[config.mk]
export PLATFORM = sky130hd
export DESIGN_NAME = instr_fetch_unit
export DESIGN_NICKNAME = d
export VERILOG_FILES = /design/src/rtl/cpu_pkg.sv /design/src/rtl/pc_reg.sv /design/src/rtl/instr_fetch_unit.sv
export SDC_FILE = /design/constraint.sdc
export NUM_CORES = 1
export LEC_CHECK = 0
export BUFFER_PORTS_ARGS = -buffer_cell sky130_fd_sc_hd__buf_2
export CAP_MARGIN = 5
export CORE_MARGIN = 5
export CORE_UTILIZATION = 54
export DETAILED_ROUTE_END_ITERATION = 8
export PLACE_DENSITY_LB_ADDON = 0.08
export RECOVER_POWER = 50
export SLEW_MARGIN = 20
export SYNTH_ARGS = -nofsm -noshare
export SYNTH_HDL_FRONTEND = slang
export SYNTH_HIERARCHICAL = 1
export SYNTH_SLANG_ARGS = --single-unit
[constraint.sdc]
create_clock -name clk -period 2.9 [get_ports clk]
set_input_delay 0.29 -clock clk [delete_from_list [all_inputs] [get_ports clk]]
set_output_delay 0.29 -clock clk [all_outputs]
set_load 0.02 [all_outputs]
[src/rtl/cpu_pkg.sv]
// -----------------------------------------------------------------------------
// cpu_pkg
//   Shared definitions for the 16-bit core: opcode field width and values as
//   decoded by the control unit, default bus widths, and the instruction-fetch
//   state encoding.
//   No ports (package).
// -----------------------------------------------------------------------------
package cpu_pkg;

  localparam int OPC_W       = 4;
  localparam int DEF_ADDR_W  = 8;
  localparam int DEF_INSTR_W = 16;

  localparam logic [OPC_W-1:0] OP_LOAD  = 4'b0000;
  localparam logic [OPC_W-1:0] OP_STORE = 4'b0010;
  localparam logic [OPC_W-1:0] OP_STRI  = 4'b0100;
  localparam logic [OPC_W-1:0] OP_BRA   = 4'b1000;
  localparam logic [OPC_W-1:0] OP_COMP  = 4'b1010;

  typedef enum logic [1:0] {
    IF_IDLE  = 2'b00,
    IF_FETCH = 2'b01,
    IF_FLUSH = 2'b10,
    IF_HOLD  = 2'b11
  } if_state_e;

endpackage

[src/rtl/pc_reg.sv]
// -----------------------------------------------------------------------------
// pc_reg
//   Program-counter register. Load of a branch target wins over increment,
//   increment wins over hold. Increment wraps modulo 2^ADDR_W.
//   Ports:
//     clk, rst_n  clock, asynchronous active-low reset (pc -> RESET_PC)
//     load        take target this cycle
//     inc         advance by one this cycle (ignored when load=1)
//     target      value loaded on load
//     pc          current program counter
// -----------------------------------------------------------------------------
module pc_reg
  import cpu_pkg::*;
#(
  parameter int                ADDR_W   = DEF_ADDR_W,
  parameter logic [ADDR_W-1:0] RESET_PC = '0
) (
  input  logic              clk,
  input  logic              rst_n,
  input  logic              load,
  input  logic              inc,
  input  logic [ADDR_W-1:0] target,
  output logic [ADDR_W-1:0] pc
);

  // NOTE: sequential state uses non-blocking assignments so every register
  // samples the pre-edge values of its neighbours, independent of block order.
  always_ff @(posedge clk or negedge rst_n) begin
    if (!rst_n)    pc <= RESET_PC;
    else if (load) pc <= target;
    else if (inc)  pc <= pc + 1'b1;
  end

endmodule

[src/rtl/instr_fetch_unit.sv]
// -----------------------------------------------------------------------------
// instr_fetch_unit
//   Fetch stage: owns the PC, fetches one word at a time over a req/ack memory
//   port and presents it to decode with a valid/stall handshake. A branch from
//   execute redirects the PC; a word whose request was in flight at the time of
//   the branch is squashed rather than shown.
//   Ports:
//     clk, rst_n                 clock, asynchronous active-low reset
//     imem_req/imem_addr         fetch request and word address (registered)
//     imem_ack/imem_rdata        read data strobe and instruction word
//     branch_taken/branch_target redirect pulse and new PC
//     stall                      decode cannot accept the presented word
//     if_valid/if_instr          presented word and its qualifier
//     if_opcode/if_pc            opcode field and source address of if_instr
// -----------------------------------------------------------------------------
module instr_fetch_unit
  import cpu_pkg::*;
#(
  parameter int                ADDR_W   = DEF_ADDR_W,
  parameter int                INSTR_W  = DEF_INSTR_W,
  parameter logic [ADDR_W-1:0] RESET_PC = '0
) (
  input  logic               clk,
  input  logic               rst_n,
  output logic               imem_req,
  output logic [ADDR_W-1:0]  imem_addr,
  input  logic               imem_ack,
  input  logic [INSTR_W-1:0] imem_rdata,
  input  logic               branch_taken,
  input  logic [ADDR_W-1:0]  branch_target,
  input  logic               stall,
  output logic               if_valid,
  output logic [INSTR_W-1:0] if_instr,
  output logic [OPC_W-1:0]   if_opcode,
  output logic [ADDR_W-1:0]  if_pc
);

  if_state_e         state;
  logic [ADDR_W-1:0] pc;
  logic              pc_load;
  logic              pc_inc;

  // A branch retargets the PC in every state; the PC only advances when a
  // non-squashed word is captured.
  assign pc_load = branch_taken;
  assign pc_inc  = (state == IF_FETCH) && imem_ack && !branch_taken;

  pc_reg #(
    .ADDR_W   (ADDR_W),
    .RESET_PC (RESET_PC)
  ) u_pc_reg (
    .clk    (clk),
    .rst_n  (rst_n),
    .load   (pc_load),
    .inc    (pc_inc),
    .target (branch_target),
    .pc     (pc)
  );

  // NOTE: the reset branch must assign every register this block drives;
  // a register left out would hold its value through reset.
  always_ff @(posedge clk or negedge rst_n) begin
    if (!rst_n) begin
      state     <= IF_IDLE;
      imem_req  <= 1'b0;
      imem_addr <= RESET_PC;
      if_valid  <= 1'b0;
      if_instr  <= '0;
      if_opcode <= '0;
      if_pc     <= '0;
    end else begin
      case (state)
        IF_IDLE: begin
          // pc_reg loads the target on this same edge, so forward it here.
          imem_req  <= 1'b1;
          imem_addr <= branch_taken ? branch_target : pc;
          state     <= IF_FETCH;
        end

        IF_FETCH: begin
          if (branch_taken) begin
            if (imem_ack) begin
              imem_req <= 1'b0;
              state    <= IF_IDLE;
            end else begin
              // Request stays up with its old address until its ack drains.
              state <= IF_FLUSH;
            end
          end else if (imem_ack) begin
            if_instr  <= imem_rdata;
            if_opcode <= imem_rdata[INSTR_W-1 -: OPC_W];
            if_pc     <= pc;
            if_valid  <= 1'b1;
            imem_req  <= 1'b0;
            state     <= IF_HOLD;
          end
        end

        IF_FLUSH: begin
          if (imem_ack) begin
            if (branch_taken) begin
              imem_req <= 1'b0;
              state    <= IF_IDLE;
            end else begin
              // Squashed data dropped; req stays high and now names the target.
              imem_addr <= pc;
              state     <= IF_FETCH;
            end
          end
        end

        IF_HOLD: begin
          if (branch_taken) begin
            if_valid <= 1'b0;
            imem_req <= 1'b0;
            state    <= IF_IDLE;
          end else if (!stall) begin
            if_valid  <= 1'b0;
            imem_req  <= 1'b1;
            imem_addr <= pc;
            state     <= IF_FETCH;
          end
        end

        default: state <= IF_IDLE;
      endcase
    end
  end

endmodule

-- After elaboration in Yosys (flattened, before gate mapping)
Index checks and enable logic that the tools add are counted.
- register bits after elaboration: 48
- latch bits: 0
- bits in writable memories: 0
- bits in read-only memories: 0
- bits of input ports: 29
- output and inout port bits: 38
- logic and storage cells: 61
- memories: 0
- $add $sub $neg: 1
- multiply operators: 0
- divide/modulo/power cells: 0
- $lt $le $gt $ge: 0
- equality and inequality tests: 12
- shifts and indexed selects: 0
- multiplexer cells: 27
- bitwise operators: 1
- reduce and logical (&&, ||, !) cells: 12
- operator list (operator ; number):
    two-way mux 8 bit ; 7
    case mux 8 bit (3 select lines) ; 1
    inequality test 2 bit, second input constant ; 7
    two-way mux 2 bit ; 6
    two-way mux 1 bit ; 10
    adder 8 x 1 -> 8 bit, second input constant ; 1
    case mux 2 bit (4 select lines) ; 1
    AND reduction 4 bit ; 2
    inequality test 3 bit, second input constant ; 2
    AND reduction 3 bit ; 2
    AND reduction 5 bit ; 1
    == test 2 bit, second input constant ; 2
    case mux 1 bit (4 select lines) ; 1
    nonzero test 2 bit ; 2
    nonzero test 3 bit ; 1
    == test 2 x 1 -> 1 bit, second input constant ; 1
    logical AND 1 bit ; 2
    zero test 2 bit ; 1
    case mux 1 bit (2 select lines) ; 1
    zero test 1 bit ; 1
    inverter 1 bit ; 1

-- Longest topological paths before layout
Gate-level depths: netlist (run 1).
- word-level depth: 5
- mapped depth: 8
- mapped depth without buffers: 7

-- Cells and area by module
Netlist (run 1), hierarchy kept.
- by module, submodules not included (module ; instances ; cells an instance ; area an instance (µm²) ; seq. area each (µm²)):
    instr_fetch_unit ; 1 ; 130 ; 1664.1 ; 900.9
    pc_reg ; 1 ; 49 ; 450.4 ; 200.2

-- Worst setup path after synthesis (run 1)
OpenSTA, ideal clock, no wires.
- path type: register -> register
- start point: reg state[1]
- end point: reg u_pc_reg.pc[7]
- setup time: 0.069 ns
- arrival time: 1.638 ns
- required time: 2.831 ns
- setup slack: 1.193 ns
- stages on the path, launching flop included: 9
- buffers on the path: 1
- period minus slack after synthesis: 1.707 ns
- cell sequence: dfrtp_1 inv_1 ha_1 inv_1 nor2_1 buf_4 nand4_4 or4_1 nand3_1
- cells in the longest elaborated chain, start to end: 4
- ends and longest elaborated chain (element ; line ; text):
    from (decl) ; instr_fetch_unit.sv:38 ; if_state_e state;
    from (signal assigned) ; instr_fetch_unit.sv:64 ; state <= IF_IDLE;
    from (signal assigned) ; instr_fetch_unit.sv:77 ; state <= IF_FETCH;
    from (signal assigned) ; instr_fetch_unit.sv:84 ; state <= IF_IDLE;
    == test 2 x 1 -> 1 bit ; instr_fetch_unit.sv:46 ; assign pc_inc = (state == IF_FETCH) && imem_ack && !branch_taken;
    logical AND 1 bit (2 in series) ; instr_fetch_unit.sv:46 ;
    net pc_inc ; instr_fetch_unit.sv:41 ; logic pc_inc;
    nonzero test 2 bit (no source line) ; n/a ;
    to (signal assigned) ; pc_reg.sv:30 ; else if (load) pc <= target;
    to (signal assigned) ; pc_reg.sv:31 ; else if (inc) pc <= pc + 1'b1;
    to (decl) ; pc_reg.sv:23 ; output logic [ADDR_W-1:0] pc
The timed path passes the listed nets, and every way through them passes these cells.
A chain may end at the register's enable or synchronous reset.

-- Final worst setup path (run 1)
- start point: reg state[1]
- end point: reg u_pc_reg.pc[6]
Same word-level chain as after synthesis.

==> results.sh, run 1 <==
export IMPL_outcome="complete, but fails checks"
export IMPL_violations="max-capacitance violations, max-slew violations"
export IMPL_syn_num_nets=215
export IMPL_ir_drop_uv=570.3
export IMPL_rr_endpoint="u_pc_reg/pc[6]"
export IMPL_p_leak_nw=1.174
export IMPL_dr_pass1_iters=4
export IMPL_r2r_start="state[1]"
export IMPL_num_io_pins=67
export IMPL_rr_worst_depth=7
export IMPL_power_switching_mw=1.141
export IMPL_insertion_delay_ns=0.29
export IMPL_critical_path_startpoint="state[1]"
export IMPL_die_x_um=72.58
export IMPL_intPower_mw=1.649
export IMPL_syn_area_um2=2115
export IMPL_fmax_mhz=460.4
export IMPL_drt_total_wl_mm=4.293
export IMPL_fin_skew_ns=0.004197
export IMPL_cap_viol_max_count=1
export IMPL_synthCells=179
export IMPL_portBuffers=66
export IMPL_yosysTopAreaCellShare_pct=52.07
export IMPL_cp_data_arrival_time_ns=2.40
export IMPL_timing_hold_violations_final=0
export IMPL_setup_violations=0
export IMPL_fin_crit_ns=2.172
export IMPL_syn_avg_cell_area_um2=11.81
export IMPL_antenna_found_initial=0
export IMPL_grt_pass1_wl_mm=7.155
export IMPL_largest_reg_flops=16
export IMPL_cts_resized_gates=0
export IMPL_cts_hold_buf=0
export IMPL_hold_worst_slack_ns=0.2204
export IMPL_cp_end_kind="register"
export IMPL_ys_warn_count=6
export IMPL_yosys_cell_types_count=32
export IMPL_synth_yosys_seq_area_share_pct=52.07
export IMPL_slew_headroom_pct=-51.75
export IMPL_start_kind="register"
export IMPL_powerDensity_nw_per_um2=1101
export IMPL_period_share_pct=74.90
export IMPL_dp_hpwl_mm=3.212
export IMPL_cts_clk_slew_worst_paths_ns=0.08
export IMPL_diodes=0
export IMPL_post_cts_buffers=0
export IMPL_drt_iter0_markers=91
export IMPL_gr_total_overflow=0
export IMPL_hp_class="in2reg"
export IMPL_cp_max_fo=6
export IMPL_synth_area_leaders="dfrtp_1 52%, mux2_2 14%, mux2i_1 4.7%, ha_1 4.1%, nand2_1 2.3%"
export IMPL_fin_setup_tns_ns=0
export IMPL_largest_register="if_instr"
export IMPL_p_seq_share_pct=37.2
export IMPL_grt_max_degree=45
export IMPL_syn_to_final_growth_pct=19.82
export IMPL_drive_gt1_share_pct=35.39
export IMPL_cts_tree="built"
export IMPL_vias_per_cell=5.330
export IMPL_fin_nets=278
export IMPL_dieArea_um2=5267
export IMPL_p_sw_share_pct=40.90
export IMPL_dpl_cell_area_um2=2437
export IMPL_final_antenna_net_count=0
export IMPL_drcViolationCount=0
export IMPL_initial_core_util_pct=56.90
export IMPL_critPathKind="reg2reg"
export IMPL_p_comb_share_pct=45.3
export IMPL_rsz0062_at_grt="false"
export IMPL_routedWlPerCell_um=14.75
export IMPL_cts_htree_levels=2
export IMPL_rows=22
export IMPL_cts_sinks=44
export IMPL_clkPwrFrac_pct=17.5
export IMPL_clockBufferDepth=2
export IMPL_die_h_um=72.58
export IMPL_cts_buffers=5
export IMPL_gp_congestion=0.7926
export IMPL_yosys_register_bits=44
export IMPL_maxSlewViolCount=45
export IMPL_core_area_um2=3716
export IMPL_num_vias=1551
export IMPL_grt_pass1_vias=1577
export IMPL_cts_root_buf="clkbuf_8"
export IMPL_track_usage_pct=17.16
export IMPL_yosysTopAreaCell="dfrtp_1"
export IMPL_critPathRequiredTime_ns=3.13
export IMPL_fin_area_um2=2534
export IMPL_tightest_slew_ns=2.276
export IMPL_crit_path_end="u_pc_reg/pc[6]"
export IMPL_reg2reg_slack_ns=0.73
==> critical path, stage by stage (launching register included) <==
cell,delay [ns]
dfrtp_1,0.44
inv_1,0.12
ha_1,0.21
inv_1,0.09
nor2_1,0.46
nand3_1,0.18
or4_1,0.51
nand3_1,0.10
==> kinds of logic after synthesis <==
family	after synthesis	synth area share, %
compound gates	27	8.048
xor+xnor	4	1.657
fa+ha+maj	7	4.142
buf+inv	16	4.615
flops	44	52.07
mux	36	18.58
simple gates	45	10.89
==> per-stage QoR <==
| stage | setup WS [ns] | total power [mW] | utilization [%] | instances |
|---|---|---|---|---|
| after floorplan | 1.193 | 1.992 | - | 179 |
| after global placement | 0.8842 | 2.311 | 65.59 | 283 |
| after detailed placement | 0.7741 | 2.366 | 65.59 | 283 |
| after CTS | 0.7496 | 2.855 | 68.86 | 291 |
| after global routing | 0.3801 | 2.976 | 68.18 | 291 |
| final | 0.7278 | 2.790 | 68.18 | 291 |
==> final cells by class <==
type / instances / area (µm²)
clock buffers: 6 / 82.58
clock inverters: 2 / 38.79
fillers: 305 / 1182
inverters: 4 / 15.01
multi-input cells: 119 / 915.9
flip-flops and latches: 44 / 1101
well taps: 48 / 60.06
repair buffers: 68 / 320.3
==> synthesized netlist by cell type, drive strengths merged <==
cell type  count
a21oi         11
or4            3
inv            4
mux2i         10
nand2b         2
o21ai         10
o22ai          1
nand3b         1
o21a           1
nor3           1
a211oi         2
mux2          26
nor2          13
nor3b          1
nand3          5
o221ai         1
dfrtp         44
nand4          3
nor2b          3
clkbuf         2
nand2         13
ha             7
xnor2          1
o31ai          1
buf           10
xor2           3
==> power by group through the flow <==
stage	Sequential [mW]	Combinational, mW	Clock [mW]
finish	1.04	1.26	0.488
detailed placement	1.05	1.32	0
CTS	1.04	1.32	0.499
floorplan	1.34	0.654	0
global placement	1.03	1.29	0
global route	1.08	1.37	0.531
==> layout by cell type, fill, tap and decap left out, types with 2 or more instances in the layout <==
master / count
mux2i_1: 10
nand3_1: 5
clkbuf_1: 20
a21oi_2: 2
buf_2: 46
a21oi_1: 9
or4_1: 3
nand2b_1: 2
nand4_1: 2
mux2_2: 26
dfrtp_1: 44
o21ai_1: 2
ha_1: 7
inv_1: 4
clkbuf_8: 6
xor2_1: 3
buf_4: 2
nor2b_1: 3
nand2_1: 13
nor2_1: 13
o21ai_0: 8
==> how the worst min path moves through the flow <==
stage,start,to,slack (ns),depth (start not counted)
after CTS,rst_n,imem_addr[1],0.17,1
after global placement,rst_n,imem_req,0.47,1
final,branch_target[6],u_pc_reg/pc[6],0.22,3
after floorplan,rst_n,if_instr[0],-0.006,0
after detailed placement,imem_req,imem_req,0.48,2
after global routing,imem_rdata[4],if_instr[4],0.21,2
==> routing by layer <==
layer | track usage, % | up-vias | share of wire (%)
li1 | - | 746 | -
met1 | 20.16 | 751 | 40
met2 | 30.26 | 48 | 52
met3 | 5.234 | 6 | 7.1
met4 | 4.713 | 0 | 0.84
met5 | 0 | - | 0
(Power assumes the default switching activity.)
==> run 2: changes to the inputs <==
- CORE_UTILIZATION: 54 -> 50
- clock period: 2.9 -> 2 ns (I/O delays scaled with it)
==> results.sh, run 2 (synthesis results as in run 1) <==
export IMPL_outcome="finished, final reports clean"
export IMPL_fmax_mhz=529.3
export IMPL_ir_drop_uv=871.2
export IMPL_hold_worst_slack_ns=0.1297
export IMPL_max_stage_delay_ns=0.51
export IMPL_fin_nets=284
export IMPL_path_buf_inv=3
export IMPL_p_leak_nw=1.169
export IMPL_worstPathCellList="inv_2 -> ha_2 -> inv_1 -> nor2_1 -> buf_4 -> nand4_4 -> or4_1 -> nand3_1"
export IMPL_layout_common_cells="44 x dfrtp_1, 35 x buf_2, 31 x clkbuf_1"
export IMPL_layout_commonest_cell="dfrtp_1"
export IMPL_maxSlewViolCount=0
export IMPL_clkPwrFrac_pct=17.2
export IMPL_cts_htree_levels=2
export IMPL_p_seq_share_pct=37.0
export IMPL_antenna_found_initial=0
export IMPL_cp_max_fo=6
export IMPL_dr_pass1_iters=4
export IMPL_cp_data_arrival_time_ns=2.12
export IMPL_drcViolationCount=0
export IMPL_die_x_um=75.03
export IMPL_crit_slowest_cell="or4_1"
export IMPL_die_h_um=75.03
export IMPL_p_sw_share_pct=41.79
export IMPL_post_cts_buffers=0
export IMPL_cts_tree="built"
export IMPL_grt_pass1_vias=1596
export IMPL_fin_setup_tns_ns=0
export IMPL_cts_clk_slew_worst_paths_ns=0.09
export IMPL_cp_top_family="simple AND/OR/NAND/NOR gates"
export IMPL_start_kind="register"
export IMPL_clockBufferDepth=2
export IMPL_drive_gt1_share_pct=32.93
export IMPL_core_area_um2=4058
export IMPL_vias_per_cell=5.231
export IMPL_dieArea_um2=5630
export IMPL_grt_pass1_wl_mm=7.341
export IMPL_critPathRequiredTime_ns=2.23
export IMPL_syn_to_final_growth_pct=21.83
export IMPL_hp_class="in2reg"
export IMPL_drt_total_wl_mm=4.629
export IMPL_cts_root_buf="clkbuf_8"
export IMPL_track_usage_pct=17.23
export IMPL_largest_reg_flops=16
export IMPL_num_vias=1564
export IMPL_dp_hpwl_mm=3.480
export IMPL_timing_hold_violations_final=0
export IMPL_gp_congestion=0.7931
export IMPL_rows=23
export IMPL_rsz0062_at_grt="false"
export IMPL_gr_total_overflow=0
export IMPL_diodes=0
export IMPL_cts_sinks=44
export IMPL_num_io_pins=67
export IMPL_fillers=344
export IMPL_setup_violations=0
export IMPL_grt_max_degree=30
export IMPL_power_switching_mw=1.699
export IMPL_slew_headroom_pct=19.23
export IMPL_portBuffers=66
export IMPL_period_share_pct=94.47
export IMPL_cp_end_kind="register"
export IMPL_drt_iter0_markers=47
export IMPL_cap_viol_max_count=0
export IMPL_routedWlPerCell_um=15.48
export IMPL_fin_skew_ns=0.006631
export IMPL_tightest_slew_ns=1.212
export IMPL_fin_crit_ns=1.889
export IMPL_p_comb_share_pct=45.8
export IMPL_cts_buffers=5
export IMPL_insertion_delay_ns=0.30
export IMPL_largest_register="if_instr"
export IMPL_critPathKind="reg2reg"
export IMPL_initial_core_util_pct=52.11
export IMPL_intPower_mw=2.367
export IMPL_powerDensity_nw_per_um2=1578
export IMPL_final_antenna_net_count=0
[run 2: layer usage]
| metal | vias to the layer above | track usage [%] | wire length, µm |
|---|---|---|---|
| met5 | - | 0 | 0 |
| met4 | 0 | 4.150 | 29 |
| met3 | 4 | 4.940 | 348 |
| met2 | 46 | 29.59 | 2403 |
| met1 | 755 | 21.45 | 1847 |
| li1 | 759 | - | - |
[run 2: metrics by stage]
step | total power, mW | cell area [µm²] | setup slack (ns) | instances | util [%]
5_1_grt | 4.339 | 2576 | 0.006610 | 299 | 63.49
3_5_place_dp | 3.489 | 2490 | 0.1189 | 290 | 61.36
4_1_cts | 4.204 | 2615 | 0.08007 | 299 | 64.45
6_report | 4.066 | 2576 | 0.1106 | 299 | 63.49
2_1_floorplan | 2.888 | 2115 | 0.2928 | 179 | -
3_3_place_gp | 3.398 | 2490 | 0.2123 | 290 | 61.36
[run 2: final timing paths]
kind                                from        endpoint  slack (ns)  depth (start not counted)
setup / recovery                state[1]  u_pc_reg/pc[5]        0.11                          8
hold / removal             imem_rdata[0]     if_instr[0]        0.13                          2
setup reg to reg                state[1]  u_pc_reg/pc[5]        0.11                          8
hold reg to reg                 imem_req        imem_req        0.51                          2
max in group asynchronous          rst_n     if_instr[8]        0.41                          3
min in group asynchronous          rst_n        imem_req        0.67                          2
[run 2: power groups by stage]
stage / combinational, mW / clock, mW / sequential, mW
final: 1.86 / 0.698 / 1.51
after detailed placement: 1.97 / 0 / 1.52
after CTS: 1.98 / 0.718 / 1.50
after global routing: 2.02 / 0.755 / 1.56
after floorplan: 0.948 / 0 / 1.94
after global placement: 1.91 / 0 / 1.49
[run 2: worst register-to-register path, cell delays in order (launching register included)]
cell and delay, ns:
dfrtp_1 0.44, inv_2 0.10, ha_2 0.19, inv_1 0.07, nor2_1 0.11, buf_4 0.17
nand4_4 0.13, or4_1 0.51, nand3_1 0.10
[run 2: layout make-up]
class	instances	area, µm²	share of cell area [%]
Clock buffer	5	68.82	2.671
Clock inverter	3	46.29	1.797
Inverter	4	15.01	0.5828
Multi-Input combinational cell	119	918.4	35.65
Sequential cell	44	1101	42.74
Tap cell	50	62.56	2.428
Timing Repair Buffer	74	364.1	14.13
[run 2: repair_timing]
item	in CTS	in global routing
endpoints found under the setup margin	0	3
endpoints found under the hold margin	20	0
resized for setup	0	2
hold buffers	1	0
==> run 3: changes to the inputs <==
- SYNTH_HIERARCHICAL: 1 -> unset
==> results.sh, run 3 <==
export IMPL_outcome="finished, final reports clean"
export IMPL_reg2reg_slack_ns=0.20
export IMPL_cts_resized_gates=0
export IMPL_routedWlPerCell_um=14.18
export IMPL_powerDensity_nw_per_um2=1598
export IMPL_diodes=0
export IMPL_rsz0062_at_grt="false"
export IMPL_cts_sinks=44
export IMPL_synth_top_family_by_area="multiplexers"
export IMPL_synth_compound_area_share_pct=8.743
export IMPL_cp_top_family="compound AO/OA/AOI/OAI gates"
export IMPL_p_comb_share_pct=49.2
export IMPL_cts_clk_slew_worst_paths_ns=0.07
export IMPL_drcViolationCount=0
export IMPL_setup_violations=0
export IMPL_synth_yosys_seq_area_share_pct=52.69
export IMPL_synthFlopType="dfrtp_1"
export IMPL_rows=23
export IMPL_cp_max_fo=16
export IMPL_grt_max_degree=25
export IMPL_cts_tree="built"
export IMPL_crit_slowest_cell="a211oi_4"
export IMPL_netlist_top_cells_count="44 x dfrtp_1, 25 x mux2_2, 16 x nand2_1"
export IMPL_yosys_area_share_adder_pct=4.790
export IMPL_fin_nets=283
export IMPL_hold_path_end="u_pc_reg.pc[3]"
export IMPL_period_share_pct=90.12
export IMPL_cap_viol_max_count=0
export IMPL_largest_register="if_instr"
export IMPL_p_leak_nw=1.180
export IMPL_drive_gt1_share_pct=34.15
export IMPL_ys_warn_count=0
export IMPL_clkPwrFrac_pct=12.6
export IMPL_portBuffers=66
export IMPL_insertion_delay_ns=0.29
export IMPL_die_h_um=74.65
export IMPL_rr_worst_depth=6
export IMPL_cts_root_buf="clkbuf_8"
export IMPL_dr_pass1_iters=4
export IMPL_min_delay_start="branch_target[3]"
export IMPL_gp_congestion=0.8731
export IMPL_syn_num_nets=216
export IMPL_maxSlewViolCount=0
export IMPL_r2r_start="state[1]"
export IMPL_synth_area_leaders="dfrtp_1 53%, mux2_2 13%, ha_1 4.8%, mux2i_1 4.8%, a21oi_1 3.4%"
export IMPL_track_usage_pct=16.57
export IMPL_clockBufferDepth=2
export IMPL_path_depth=6
export IMPL_critPathKind="reg2reg"
export IMPL_cts_htree_levels=2
export IMPL_yosysTopAreaCellShare_pct=52.69
export IMPL_rr_endpoint="imem_addr[7]"
export IMPL_hold_path_depth=3
export IMPL_path_buf_inv=2
export IMPL_yosys_register_bits=44
export IMPL_power_switching_mw=1.704
export IMPL_dp_hpwl_mm=3.310
export IMPL_worstPathCellList="inv_1 -> ha_1 -> buf_4 -> a211oi_4 -> nor2_1 -> a21oi_1"
export IMPL_post_cts_buffers=0
export IMPL_syn_area_um2=2090
export IMPL_synth_edf_count=0
export IMPL_gr_total_overflow=0
export IMPL_fin_crit_ns=1.802
export IMPL_layout_common_cells="46 x buf_2, 44 x dfrtp_1, 25 x mux2_2"
export IMPL_cp_data_arrival_time_ns=2.01
export IMPL_slew_headroom_pct=47.71
export IMPL_num_io_pins=67
export IMPL_cts_hold_buf=1
export IMPL_final_antenna_net_count=0
export IMPL_critPathRequiredTime_ns=2.21
export IMPL_ir_drop_uv=677.9
export IMPL_timing_hold_violations_final=0
export IMPL_dp_slack_ns=0.2460
export IMPL_antenna_found_initial=0
export IMPL_num_vias=1500
export IMPL_tightest_slew_ns=0.7843
export IMPL_final_core_util_pct=62.11
export IMPL_syn_avg_cell_area_um2=11.67
export IMPL_initial_core_util_pct=51.86
export IMPL_layout_commonest_cell="buf_2"
export IMPL_p_sw_share_pct=42.62
export IMPL_cts_buffers=5
export IMPL_synth_async_reset_ratio_pct=100.0
export IMPL_drt_iter0_markers=58
export IMPL_synthXorXnorAreaFrac_pct=2.934
export IMPL_synth_mux_area_share_pct=18.26
export IMPL_cp_end_kind="register"
export IMPL_setup_slack_ns=0.1976
export IMPL_synthCells=179
export IMPL_syn_to_final_growth_pct=19.76
export IMPL_die_x_um=74.65
export IMPL_drt_total_wl_mm=4.197
export IMPL_grt_pass1_vias=1589
export IMPL_fin_setup_tns_ns=0
export IMPL_vias_per_cell=5.068
export IMPL_fin_skew_ns=0.005495
export IMPL_grt_pass1_wl_mm=6.996
export IMPL_hp_class="in2reg"
export IMPL_start_kind="register"
export IMPL_yosysMostFrequentCell="dfrtp_1"
export IMPL_fmax_mhz=554.8
export IMPL_p_seq_share_pct=38.2
export IMPL_yosysTopAreaCell="dfrtp_1"
export IMPL_intPower_mw=2.294
export IMPL_max_stage_delay_ns=0.51
export IMPL_yosys_area_share_simple_pct=8.623
export IMPL_yosys_cell_types_count=28
export IMPL_largest_reg_flops=16
export IMPL_core_area_um2=4029
export IMPL_dieArea_um2=5572
run 3: changes by cell type after synthesis, moves of 3 or more:
cell | previous run | this run
a21oi_1 | 9 | 14
nand2_1 | 13 | 16
nand3_1 | 5 | 2
nor2b_1 | 3 | 0
o21ai_0 | 8 | 11
or4_1 | 3 | 0
run 3: metal layers:
| metal | GRT usage [%] | up-vias | routed length, µm |
|---|---|---|---|
| li1 | - | 749 | - |
| met1 | 21.28 | 689 | 1916 |
| met2 | 26.83 | 57 | 1828 |
| met3 | 5.474 | 5 | 399 |
| met4 | 5.138 | 0 | 53 |
| met5 | 0 | - | 0 |
run 3: how the worst max path moves through the flow:
stage          startpoint      endpoint  slack [ns]
2_1_floorplan    state[1]   if_instr[0]        0.27
3_3_place_gp     state[1]  imem_addr[7]        0.36
3_5_place_dp     state[1]  imem_addr[7]        0.25
6_report         state[1]  imem_addr[7]        0.20
4_1_cts          state[1]  imem_addr[7]        0.21
5_1_grt          state[1]  imem_addr[6]        0.03
run 3: kinds of logic after synthesis:
kind of cell	Yosys count
flops	44
simple gates	39
mux	35
compound gates	31
buf+inv	15
fa+ha+maj	8
xor+xnor	7
run 3: power groups by stage:
stage	Clock, mW	Combinational, mW	Sequential (mW)
after floorplan	0	1.04	1.96
after global placement	0	1.98	1.51
after detailed placement	0	2.05	1.54
after CTS	0.526	2.05	1.52
after global routing	0.555	2.16	1.59
final	0.504	1.97	1.53
run 3: area by class of cell:
class,instances,area (µm²)
clock inverter,1,5.005
timing repair buffer,71,340.3
inverter,4,15.01
sequential,44,1101
tap,50,62.56
fill,349,1526
multi-input combinational,120,905.9
clock buffer,6,72.57
run 3: per-stage QoR:
| stage | total power [mW] | area, µm² | hold WS [ns] | instances |
|---|---|---|---|---|
| floorplan | 2.996 | 2090 | -0.09559 | 179 |
| global placement | 3.488 | 2445 | 0.1083 | 288 |
| detailed placement | 3.583 | 2445 | 0.1196 | 288 |
| CTS | 4.099 | 2532 | 0.1260 | 296 |
| global route | 4.303 | 2502 | 0.1352 | 296 |
| finish | 3.999 | 2502 | 0.1419 | 296 |
run 3: worst register-to-register path, cell delays in order, from the launching register on:
cell      delay [ns]
dfrtp_1         0.48
inv_1           0.13
ha_1            0.21
buf_4           0.17
a211oi_4        0.51
nor2_1          0.08
a21oi_1         0.15
